$ cat src/rtl/usb_rx_pkt_commit_fifo.sv
// RX packet FIFO with speculative writes: bytes become readable only after a
// packet commit; an abort (or a commit after overflow) rolls the writer back.
module usb_rx_pkt_commit_fifo #(
  parameter int DW = 8,
  parameter int AW = 9
) (
  input  logic          CLK,
  input  logic          RSTn,
  input  logic          i_wr_en,
  input  logic [DW-1:0] i_wr_data,
  input  logic          i_pkt_commit,
  input  logic          i_pkt_abort,
  input  logic          i_rd_en,
  output logic [DW-1:0] o_rd_data,
  output logic          o_rd_valid,
  output logic [AW:0]   o_level,
  output logic [AW:0]   o_free,
  output logic          o_full,
  output logic          o_empty,
  output logic          o_pkt_drop
);

  localparam logic [AW:0] DEPTH = {1'b1, {AW{1'b0}}};

  logic [DW-1:0] r_mem [0:(1<<AW)-1];

  logic [AW:0]   r_wp;
  logic [AW:0]   r_cp;
  logic [AW:0]   r_rp;
  logic          r_ovf;
  logic          r_drop;
  logic [DW-1:0] r_rd_data;
  logic          r_rd_valid;
  logic [AW:0]   r_level;
  logic [AW:0]   r_free;

  logic          w_full;
  logic          w_empty;
  logic          w_lost;
  logic          w_ovf_now;
  logic          w_abort;
  logic          w_commit;
  logic          w_wr_ok;
  logic          w_rd_ok;
  logic [AW:0]   w_wp_next;

  assign w_full    = (r_wp[AW] != r_rp[AW]) && (r_wp[AW-1:0] == r_rp[AW-1:0]);
  assign w_empty   = (r_cp == r_rp);

  // A byte lost in the same cycle as the commit still poisons that commit.
  assign w_lost    = i_wr_en && w_full;
  assign w_ovf_now = r_ovf || w_lost;
  assign w_abort   = i_pkt_abort || (i_pkt_commit && w_ovf_now);
  assign w_commit  = i_pkt_commit && !w_abort;
  assign w_wr_ok   = i_wr_en && !w_full && !w_abort;
  assign w_rd_ok   = i_rd_en && !w_empty;
  assign w_wp_next = w_abort ? r_cp : (r_wp + {{AW{1'b0}}, w_wr_ok});

  always_ff @(posedge CLK) begin
    if (w_wr_ok) begin
      r_mem[r_wp[AW-1:0]] <= i_wr_data;
    end
  end

  always_ff @(posedge CLK or negedge RSTn) begin
    if (!RSTn) begin
      r_wp   <= '0;
      r_cp   <= '0;
      r_ovf  <= 1'b0;
      r_drop <= 1'b0;
    end else begin
      r_wp   <= w_wp_next;
      r_ovf  <= w_abort ? 1'b0 : w_ovf_now;
      r_drop <= w_abort;
      if (w_commit) begin
        r_cp <= w_wp_next;
      end
    end
  end

  always_ff @(posedge CLK or negedge RSTn) begin
    if (!RSTn) begin
      r_rp       <= '0;
      r_rd_data  <= '0;
      r_rd_valid <= 1'b0;
    end else begin
      r_rd_valid <= w_rd_ok;
      if (w_rd_ok) begin
        r_rd_data <= r_mem[r_rp[AW-1:0]];
        r_rp      <= r_rp + 1'b1;
      end
    end
  end

  // Counts are taken from the current pointers, so they trail pointer moves by one cycle.
  always_ff @(posedge CLK or negedge RSTn) begin
    if (!RSTn) begin
      r_level <= '0;
      r_free  <= DEPTH;
    end else begin
      r_level <= r_cp - r_rp;
      r_free  <= DEPTH - (r_wp - r_rp);
    end
  end

  assign o_rd_data  = r_rd_data;
  assign o_rd_valid = r_rd_valid;
  assign o_level    = r_level;
  assign o_free     = r_free;
  assign o_full     = w_full;
  assign o_empty    = w_empty;
  assign o_pkt_drop = r_drop;

endmodule

$ cat config.mk
export PLATFORM = sky130hd
export DESIGN_NAME = usb_rx_pkt_commit_fifo
export DESIGN_NICKNAME = d
export VERILOG_FILES = /design/src/rtl/usb_rx_pkt_commit_fifo.sv
export SDC_FILE = /design/constraint.sdc
export NUM_CORES = 2
export LEC_CHECK = 0
export CAP_MARGIN = 20
export CORE_MARGIN = 3
export CORE_UTILIZATION = 40
export CTS_CLUSTER_DIAMETER = 40
export CTS_CLUSTER_SIZE = 12
export DETAILED_ROUTE_END_ITERATION = 10
export PLACE_DENSITY_LB_ADDON = 0.08
export SLEW_MARGIN = 10
export SYNTH_ARGS = -nofsm -noshare
export SYNTH_HDL_FRONTEND = slang
export SYNTH_SLANG_ARGS = --single-unit
export TNS_END_PERCENT = 30
$ cat constraint.sdc
create_clock -name CLK -period 4.11 [get_ports CLK]
set_input_delay 0.411 -clock CLK [delete_from_list [all_inputs] [get_ports CLK]]
set_output_delay 0.411 -clock CLK [all_outputs]
set_load 0.01 [all_outputs]
==> flow_summary.json <==
{
  "status": "complete, but fails checks",
  "violations": "setup timing",
  "syn_area_um2": 163000,
  "grt_pass1_vias": 90500,
  "synth-async-reset-ratio_pct": 1.47,
  "startpoint_type": "flop",
  "grt_max_degree": 145,
  "critical-path-top-delay-family": "compound AO/OA/AOI/OAI gates",
  "drive_gt1_share_pct": 30.8,
  "hold_viol": 0,
  "wl_per_cell_um": 36.4,
  "synth_edf_count": 4096,
  "die_w_um": 645,
  "slowest_stage": "o311ai_0",
  "final_antenna_net_count": 0,
  "yosysSeqAreaShare_pct": 76.3,
  "whs_ns": 0.0434,
  "via_per_inst": 5.87,
  "min_period_ns": 4.24,
  "firstDrtPassIters": 6,
  "fin_crit_sh_pct": 103,
  "cp.arrival_ns": 5.23,
  "synth_top_area_share_pct": 75.4,
  "fmax_mhz": 236,
  "ys_seq_elements": 4157,
  "netlist_top_cells_count": "4096 x edfxtp_1, 788 x mux4_2, 669 x nor2_1",
  "num_vias": 89900,
  "cp_cell_sequence": "buf_12 -> nand2b_2 -> buf_4 -> o221ai_1 -> o311ai_0 -> buf_4 -> a211oi_1 -> buf_4 -> a311oi_1 -> a211o_1",
  "endpoint_kind": "flop",
  "critical_path_buf_inv_count": 4,
  "worstSetupPathType": "reg2reg",
  "cp.required_ns": 5.10,
  "globalRouteTotalUtil_pct": 26.5,
  "clkSinkCount": 4157,
  "syn_to_final_growth_pct": 21.7,
  "maxCapViolCount": 0,
  "yosys-top-cells-area": "edfxtp_1 75%, mux4_2 11%, mux2i_1 3.2%",
  "portBuffers": 45,
  "fin_skew_ns": 0.0561,
  "die_height_um": 645,
  "core_area_um2": 404000,
  "yosys_warnings": 0,
  "syn-num-nets": 8190,
  "crit_top_cell": "buf_4",
  "power_mw": 145,
  "syn_inst": 8145,
  "synth_top_area_cell": "edfxtp_1",
  "post-dp-hpwl_mm": 358,
  "fillers": 33200,
  "numCtsBuffers": 600,
  "clk_path_buf_depth": 4,
  "peakVddDrop_mv": 0.547,
  "synth.most_common_cell": "edfxtp_1",
  "die_area_um2": 415000,
  "cp_max_fo": 30,
  "root_buffer": "clkbuf_16",
  "fin_nets": 9433,
  "initial_utilization_pct": 40.3,
  "synth-main-ff-cell": "edfxtp_1",
  "hold_path_class": "in2async",
  "gp_congestion": 0.902,
  "yosys.cell_types.count": 79,
  "setup_viol": 1,
  "p_leak_nw": 65.6,
  "slowest_delay_ns": 0.88,
  "cts_tree": "yes",
  "worstMarginPinSlew_ns": 1.33,
  "grt_first_pass_wirelength_mm": 764,
  "io_pins": 46,
  "ctsHtreeMaxLevel": 6,
  "wl_mm": 557,
  "maxSlewViolCount": 0,
  "worstSkewPairLatency_ns": 1.09,
  "clk_pin_slew_worst_paths_ns": 0.06,
  "grt-ovfl-total": 0,
  "antenna_found_initial": 34,
  "final.setup.worst_slack_ns": -0.130,
  "drt_iter0_markers": 11400,
  "drcViolationCount": 0,
  "rsz0062_at_grt": "no",
  "powerDensity_nw_per_um2": 731,
  "rows": 233,
  "synth.avg_cell_area_um2": 20.0,
  "relSlewSlack_pct": 11.4
}
[repair_timing]
item,in CTS,in global routing
endpoints found under the setup margin,3,4
endpoints found under the hold margin,403,0
buffers inserted,0,0
pin swaps,0,1
hold buffers,9,0
resized for setup,6,4
[logic make-up (layout without fill, tap and decap cells)]
group,Yosys count,count (layout),synth area share (%)
flops,4157,4157,76.3
mux,1353,1353,14.5
simple gates,1131,1131,2.89
compound gates,893,893,3.77
buf+inv,548,2294,2.07
xor+xnor,32,32,0.172
fa+ha+maj,31,31,0.247
other cells,0,14,0
[per-stage QoR]
step	worst slack, ns	setup TNS, ns	area, um2	utilization (%)	std cells
after floorplan	-0.0471	-54.03	163000	-	8145
after global placement	-0.376	-0.574	178000	43.9	14200
after detailed placement	-0.417	-0.518	178000	43.9	14200
after CTS	0.00955	0	198000	49.1	15300
after global routing	0.00170	0	198000	49.1	15300
final	-0.130	-0.130	199000	49.1	15300
[final cells by class]
| type | instances | area, um2 | area share [%] |
|---|---|---|---|
| Antenna cell | 14 | 35.0 | 0.0176 |
| Inverter | 34 | 144 | 0.0725 |
| Clock inverter | 458 | 5430 | 2.73 |
| Multi-Input combinational cell | 3440 | 35700 | 18.0 |
| Sequential cell | 4157 | 125000 | 62.7 |
| Clock buffer | 647 | 15300 | 7.71 |
| Timing Repair Buffer | 1155 | 10600 | 5.32 |
| Tap cell | 5405 | 6760 | 3.41 |
[report_power, final]
group	total [mW]	internal (mW)	leakage [nW]	switching, mW
Clock	52.5	32.3	9.89	20.2
Combinational	45.2	16.2	18.2	29.0
Sequential	47.4	47.0	37.5	0.403
Total	145	95.5	65.6	49.6
[routing by layer]
layer  share of wire, %  GRT usage [%]  up-vias  wire length, um
li1                   -              -    36400                -
met1                 42           37.1    48700           232000
met2                 47           42.0     4031           263000
met3                7.7           5.13      783            43100
met4                3.4           8.58        8            18900
met5             0.0068              0        -               38
[placed cells by master (no fill, tap or decap), types with 42 or more instances in the layout]
master / n
a211oi_1: 47
a21oi_1: 160
a22oi_1: 66
buf_12: 135
buf_4: 963
bufinv_16: 77
clkbuf_1: 42
clkbuf_16: 605
clkinv_1: 80
clkinv_2: 65
clkinv_4: 48
clkinvlp_4: 75
dfrtp_1: 53
edfxtp_1: 4096
inv_6: 66
mux2i_1: 525
mux4_2: 788
nand2_1: 208
nand3_1: 61
nor2_1: 598
nor2_2: 66
nor3_1: 52
o21ai_0: 104
o221ai_1: 136
o22ai_1: 158
[sequential cells by signal (all words and copies together), names as in the netlist]
signal,flops
o_level,10
o_rd_valid,1
r_cp,10
o_pkt_drop,1
o_free,10
r_wp,10
r_mem,4096
r_rp,10
o_rd_data,8
r_ovf,1
[final timing paths]
check / from / to / slack (ns) / cells after the start
setup / recovery: r_rp[2] / o_rd_data[4] / -0.13 / 10
hold / removal: RSTn / o_free[2] / 0.04 / 2
setup reg to reg: r_rp[2] / o_rd_data[4] / -0.13 / 10
hold reg to reg: r_rp[9] / r_rp[9] / 0.54 / 1
max in group asynchronous: RSTn / r_rp[3] / 3.27 / 2
min in group CLK: i_wr_en / r_ovf / 0.26 / 3
(Power assumes the default switching activity.)
